`src/rtl/note_player.sv`:
```
`default_nettype none
// ============================================================================
//  Module      : note_player
//  Description : Maps a 7-bit tempo step index to a C-major scale note
//                (C4..C5, one note per group of 8 steps) and drives a square
//                wave speaker output at that pitch. An articulation gap of
//                silence is inserted before every new note.
//  Revision    : 1.0  initial release
// ============================================================================
module note_player #(
  parameter int GAP_CYCLES = 2500000,
  parameter int DIV_SHIFT  = 0
) (
  input  logic       clk,
  input  logic       rst,
  input  logic [6:0] step,
  input  logic       enable,
  output logic       speaker,
  output logic [2:0] note_idx,
  output logic       playing,
  output logic       note_strobe
);

  typedef enum logic [1:0] {
    ST_REST = 2'd0,
    ST_GAP  = 2'd1,
    ST_TONE = 2'd2
  } state_t;

  // Gap counter load value; unused when the gap is disabled.
  localparam logic [21:0] c_GAP_LOAD = (GAP_CYCLES > 0) ? 22'(GAP_CYCLES - 1) : 22'd0;
  localparam bit          c_HAS_GAP  = (GAP_CYCLES > 0);

  // Half-period of each scale note in 50 MHz cycles, optionally shortened.
  function automatic logic [16:0] f_half(input logic [2:0] idx);
    logic [16:0] base;
    case (idx)
      3'd0:    base = 17'd95556;  // C4
      3'd1:    base = 17'd85131;  // D4
      3'd2:    base = 17'd75843;  // E4
      3'd3:    base = 17'd71586;  // F4
      3'd4:    base = 17'd63776;  // G4
      3'd5:    base = 17'd56818;  // A4
      3'd6:    base = 17'd50619;  // B4
      default: base = 17'd47778;  // C5
    endcase
    return base >> DIV_SHIFT;
  endfunction

  state_t      r_state;
  logic [3:0]  r_cur_slot;
  logic [21:0] r_gap_cnt;
  logic [16:0] r_div_cnt;
  logic        r_speaker;
  logic [2:0]  r_note_idx;
  logic        r_playing;
  logic        r_note_strobe;

  state_t      w_state_nx;
  logic [3:0]  w_slot_nx;
  logic [21:0] w_gap_nx;
  logic [16:0] w_div_nx;
  logic        w_spk_nx;
  logic [2:0]  w_idx_nx;
  logic        w_play_nx;
  logic        w_strobe_nx;

  logic [3:0]  w_slot;
  logic [16:0] w_half_m1;
  logic        w_unused_step_lsb;

  // Each group of 8 steps is one slot; the position inside the slot is irrelevant.
  assign w_slot            = step[6:3];
  assign w_unused_step_lsb = ^step[2:0];
  assign w_half_m1         = f_half(r_note_idx) - 17'd1;

  // Next-state and next-output logic, evaluated in strict priority order.
  always_comb begin
    w_state_nx  = r_state;
    w_slot_nx   = r_cur_slot;
    w_gap_nx    = r_gap_cnt;
    w_div_nx    = r_div_cnt;
    w_spk_nx    = r_speaker;
    w_idx_nx    = r_note_idx;
    w_play_nx   = r_playing;
    w_strobe_nx = 1'b0;

    if (!enable) begin
      // Forget the slot so that re-enabling always restarts the note.
      w_state_nx = ST_REST;
      w_slot_nx  = 4'hF;
      w_spk_nx   = 1'b0;
      w_play_nx  = 1'b0;
    end else if (w_slot != r_cur_slot) begin
      // A new slot aborts whatever was sounding, with no partial pulse.
      w_slot_nx = w_slot;
      w_spk_nx  = 1'b0;
      w_play_nx = 1'b0;
      if (w_slot[3]) begin
        w_state_nx = ST_REST;
      end else begin
        w_idx_nx = w_slot[2:0];
        if (c_HAS_GAP) begin
          w_state_nx = ST_GAP;
          w_gap_nx   = c_GAP_LOAD;
        end else begin
          w_state_nx  = ST_TONE;
          w_spk_nx    = 1'b1;
          w_div_nx    = 17'd0;
          w_play_nx   = 1'b1;
          w_strobe_nx = 1'b1;
        end
      end
    end else begin
      case (r_state)
        ST_REST: begin
          w_spk_nx  = 1'b0;
          w_play_nx = 1'b0;
        end
        ST_GAP: begin
          w_spk_nx = 1'b0;
          if (r_gap_cnt == 22'd0) begin
            // Tone starts high with a fresh divider.
            w_state_nx  = ST_TONE;
            w_spk_nx    = 1'b1;
            w_div_nx    = 17'd0;
            w_play_nx   = 1'b1;
            w_strobe_nx = 1'b1;
          end else begin
            w_gap_nx = r_gap_cnt - 22'd1;
          end
        end
        ST_TONE: begin
          if (r_div_cnt == w_half_m1) begin
            w_spk_nx = ~r_speaker;
            w_div_nx = 17'd0;
          end else begin
            w_div_nx = r_div_cnt + 17'd1;
          end
        end
        default: begin
          w_state_nx = ST_REST;
          w_spk_nx   = 1'b0;
          w_play_nx  = 1'b0;
        end
      endcase
    end
  end

  // State and output registers with synchronous active-low reset.
  always_ff @(posedge clk) begin
    if (!rst) begin
      r_state       <= ST_REST;
      r_cur_slot    <= 4'hF;
      r_gap_cnt     <= 22'd0;
      r_div_cnt     <= 17'd0;
      r_speaker     <= 1'b0;
      r_note_idx    <= 3'd0;
      r_playing     <= 1'b0;
      r_note_strobe <= 1'b0;
    end else begin
      r_state       <= w_state_nx;
      r_cur_slot    <= w_slot_nx;
      r_gap_cnt     <= w_gap_nx;
      r_div_cnt     <= w_div_nx;
      r_speaker     <= w_spk_nx;
      r_note_idx    <= w_idx_nx;
      r_playing     <= w_play_nx;
      r_note_strobe <= w_strobe_nx;
    end
  end

  assign speaker     = r_speaker;
  assign note_idx    = r_note_idx;
  assign playing     = r_playing;
  assign note_strobe = r_note_strobe;

endmodule
`default_nettype wire

```
`config.mk`:
```
export PLATFORM = sky130hd
export DESIGN_NAME = note_player
export DESIGN_NICKNAME = d
export VERILOG_FILES = /design/src/rtl/note_player.sv
export SDC_FILE = /design/constraint.sdc
export NUM_CORES = 1
export LEC_CHECK = 0
export CAP_MARGIN = 20
export CELL_PAD_IN_SITES_DETAIL_PLACEMENT = 1
export CELL_PAD_IN_SITES_GLOBAL_PLACEMENT = 1
export CORE_MARGIN = 8
export CORE_UTILIZATION = 25
export DETAILED_ROUTE_END_ITERATION = 8
export GPL_TIMING_DRIVEN = 0
export PLACE_DENSITY = 0.58
export REMOVE_ABC_BUFFERS = 1
export SYNTH_ARGS = -nofsm -noshare
export SYNTH_HDL_FRONTEND = slang
export SYNTH_SLANG_ARGS = --single-unit
```
`constraint.sdc`:
```
create_clock -name clk -period 4.25 [get_ports clk]
set_input_delay 0.85 -clock clk [delete_from_list [all_inputs] [get_ports clk]]
set_output_delay 0.85 -clock clk [all_outputs]
set_load 0.005 [all_outputs]
```
==> metrics.md <==
| Metric | Value |
|---|---|
| MaxCap Viol Count | 0 |
| Core box area | 11,900 um2 |
| Post-place setup slack | 89.5 ps |
| Worst path slowest cell | dfxtp_1 |
| Max frequency | 0.262 GHz |
| Top cells by area, synth | dfxtp_1 (34%), a21oi_1 (4.1%), nor2_1 (4.1%), xnor2_1 (4.0%), o21ai_0 (3.8%) |
| Crit. End Element | register |
| Actual slew at the worst max-slew pin | 992 ps |
| Vias in the first global route | 2,754 |
| Critical path class | reg2reg |
| CTS Sinks | 51 |
| Initial detailed-routing violation count | 77 |
| Post-CTS Hold Buffers | 0 |
| WP depth | 10 |
| Layout fillers | 1,446 |
| Num rows | 40 |
| Setup violators final | 0 |
| CTS root buf | clkbuf_16 |
| Peak supply drop | 148 uV |
| Area added between synthesis and finish | 11.1% |
| WP data required | 4430 ps |
| Worst hold path type | reg2reg |
| WL per Instance | 16.1 um |
| Reg area | 1020 um2 |
| Setup_tns | 0 ps |
| Rel. slew slack | 33.9% |
| Nets | 389 |
| Top cell type by total area after synthesis | dfxtp_1 |
| Placed insts | 513 |
| Hold Crit Depth | 2 |
| Synth Flop Type | dfxtp_1 |
| Total global routing overflow | 0 |
| Final hold slack | 499 ps |
| Cell count after synthesis | 379 |
| Netlist cell types | 62 |
| Final Cycle Share | 89.9% |
| Worst path arrival time | 4000 ps |
| Antenna fix cells | 0 |
| Register area share after synthesis | 33.7% |
| Dpl cell area | 3220 um2 |
| First-pass GRT wire length | 14,000 um |
| Number of synthesized flops with an enable pin | 0 |
| Routed WL | 8380 um |
| Async SR Flop Fraction | 0% |
| Bufs on Longest Clock Path | 2 |
| Seq cells post-synth | 51 |
| GR Layer Usage met1 | 12.5% |
| CP max FO | 18 |
| Worst skew pair latency | 300 ps |
| Final GP Congestion | 0.743 |
| Crit path buf inv count | 1 |
| Via count | 2,734 |
| Final hold violations | 0 |
| Status | complete, no violations |
| Global-route track usage on met2 | 19.5% |
| DP Wirelength | 5830 um |
| Slowest stage delay, CP | 730 ps |
| Worst-path cell chain | inv_1, nand2_1, ha_1, xnor2_1, or4_1, nor4_1, nand4_1, o211ai_2, or2_1, o31ai_2 |
| IO Pins | 16 |
| Syn Area/Cell | 8.00 um2 |
| TritonCTS buffer count | 5 |
| Setup crit start kind | register |
| Power per cell area | 323 nW/um2 |
| Share of post-route cells with drive strength above 1 | 7.22% |
| Via-to-Cell Ratio | 5.25 |
| Initial Util | 25.5% |
| Worst Clk Skew | 3.89 ps |
| Number of non-filler instances in the completed layout | 521 |
| DRC errors left | 0 |
| RSZ-0062 raised after global routing | no |
| Yosys top cell area share | 33.7% |
| Met3 Use GR | 2.28% |
| Max-slew violation count | 0 |
| Final worst setup slack | 429 ps |
| Count of input and output buffers | 12 |
| Die Span Y | 126 um |
| Width of the die | 126 um |
| Gr usage total | 10.8% |
| Reg2Reg Depth | 10 |
| GR peak layer | met2 |
| Antenna violations before repair | 0 |
| Top-count cell post-synth | dfxtp_1 |
| Final min period | 3820 ps |
| Leakage power | 0.00114 uW |
| Post-route cell area | 3370 um2 |
| First-pass DRT Iterations | 4 |
| Footprint of the multi-input gates | 1840 um2 |
| CTS tree | built |
| CP top delay family | simple AND/OR/NAND/NOR gates |
| Largest net degree at the start of global routing | 30 |
| CTS H-tree depth | 2 |
| Die area | 15,900 um2 |
| Yosys warnings | 0 |
| ANT nets after route | 0 |
| Mapped cell area | 3030 um2 |
| Clock-pin slew on the worst setup and hold paths | 70 ps |
| Post-synth top cells | dfxtp_1 (51), nor2_1 (33), nand2_1 (26) |
cell usage in the layout (no fill, tap or decap), types with 2 or more instances in the layout:
cell type / n
o21ai_0: 23
o211a_1: 2
a2111oi_0: 2
and2_1: 3
dfxtp_2: 2
o22ai_1: 6
o211ai_1: 3
or4_4: 2
nor4_1: 8
inv_1: 14
clkdlybuf4s50_1: 12
nor3b_1: 4
or4b_2: 2
a22oi_1: 3
dfxtp_1: 49
clkbuf_16: 5
or3_1: 8
o31ai_2: 2
and3b_1: 4
nor2b_1: 6
o2bb2ai_1: 7
nand3b_1: 3
nor3_1: 10
a21oi_1: 25
or2_2: 7
nand2_1: 26
a21o_1: 2
nand3_1: 17
nand2b_1: 7
ha_1: 6
and3_1: 7
nand4_1: 4
and4_1: 2
xor2_1: 13
or4_1: 4
nor4b_1: 2
nor2_1: 33
xnor2_1: 14
layer usage:
layer / up-vias / wire length (um)
met5: - / 0
met4: 0 / 93
met3: 9 / 202
met2: 25 / 4180
met1: 1348 / 3910
li1: 1352 / -
cell type report:
class / count / area share, %
Inverter: 14 / 1.56
Clock buffer: 6 / 3.83
Tap cell: 147 / 5.46
Multi-Input combinational cell: 289 / 54.7
Clock inverter: 2 / 0.483
Sequential cell: 51 / 30.4
Timing Repair Buffer: 12 / 3.57
flip-flops by register name (all words and copies together), names as in the netlist:
| signal | cells |
|---|---|
| note_idx | 3 |
| note_strobe | 1 |
| playing | 1 |
| r_cur_slot | 4 |
| r_div_cnt | 17 |
| r_gap_cnt | 22 |
| r_state | 2 |
| speaker | 1 |
final timing paths:
path                                                from                         end  slack [ps]
worst max-delay path            note_idx[2]$_SDFFE_PN0P_  r_div_cnt[13]$_SDFFE_PN0P_         430
worst min-delay path             r_state[0]$_SDFFE_PN0P_     r_state[0]$_SDFFE_PN0P_         500
worst max register to register  note_idx[2]$_SDFFE_PN0P_  r_div_cnt[13]$_SDFFE_PN0P_         430
worst min register to register   r_state[0]$_SDFFE_PN0P_     r_state[0]$_SDFFE_PN0P_         500
worst min-delay path: cells and delay by family, from the launching register on:
family,cells,cell delay [ps]
AOI/OAI and AO/OA,1,60
DFF,1,330
and+or+nand+nor,1,70
what timing repair did:
item	in CTS	in global routing
setup buffers	0	0
gates resized for setup	0	2
setup endpoints to repair	0	10
hold endpoints to repair	0	0
stage by stage:
stage | total power (uW) | utilization (%)
floorplan | 635 | -
global placement | 679 | 27.0
detailed placement | 685 | 27.0
CTS | 1100 | 28.2
global route | 1140 | 28.3
finish | 1090 | 28.3
kinds of logic (layout without fill, tap and decap cells):
logic type,Yosys count,count (layout),share of synthesized area (%)
and+or+nand+nor,163,163,29.6
AOI/OAI and AO/OA,91,91,20.1
DFF,51,51,33.7
buffers and inverters,39,34,5.57
xor gates and xnor gates,27,27,7.80
adders and majority gates,6,6,2.48
muxes,2,2,0.702
power breakdown:
group	internal [uW]	total [uW]	switching, uW
combinational	65.0	152	87.4
sequential	496	522	25.2
clock	221	412	191
Note: power is estimated with default switching activity, not from simulation.
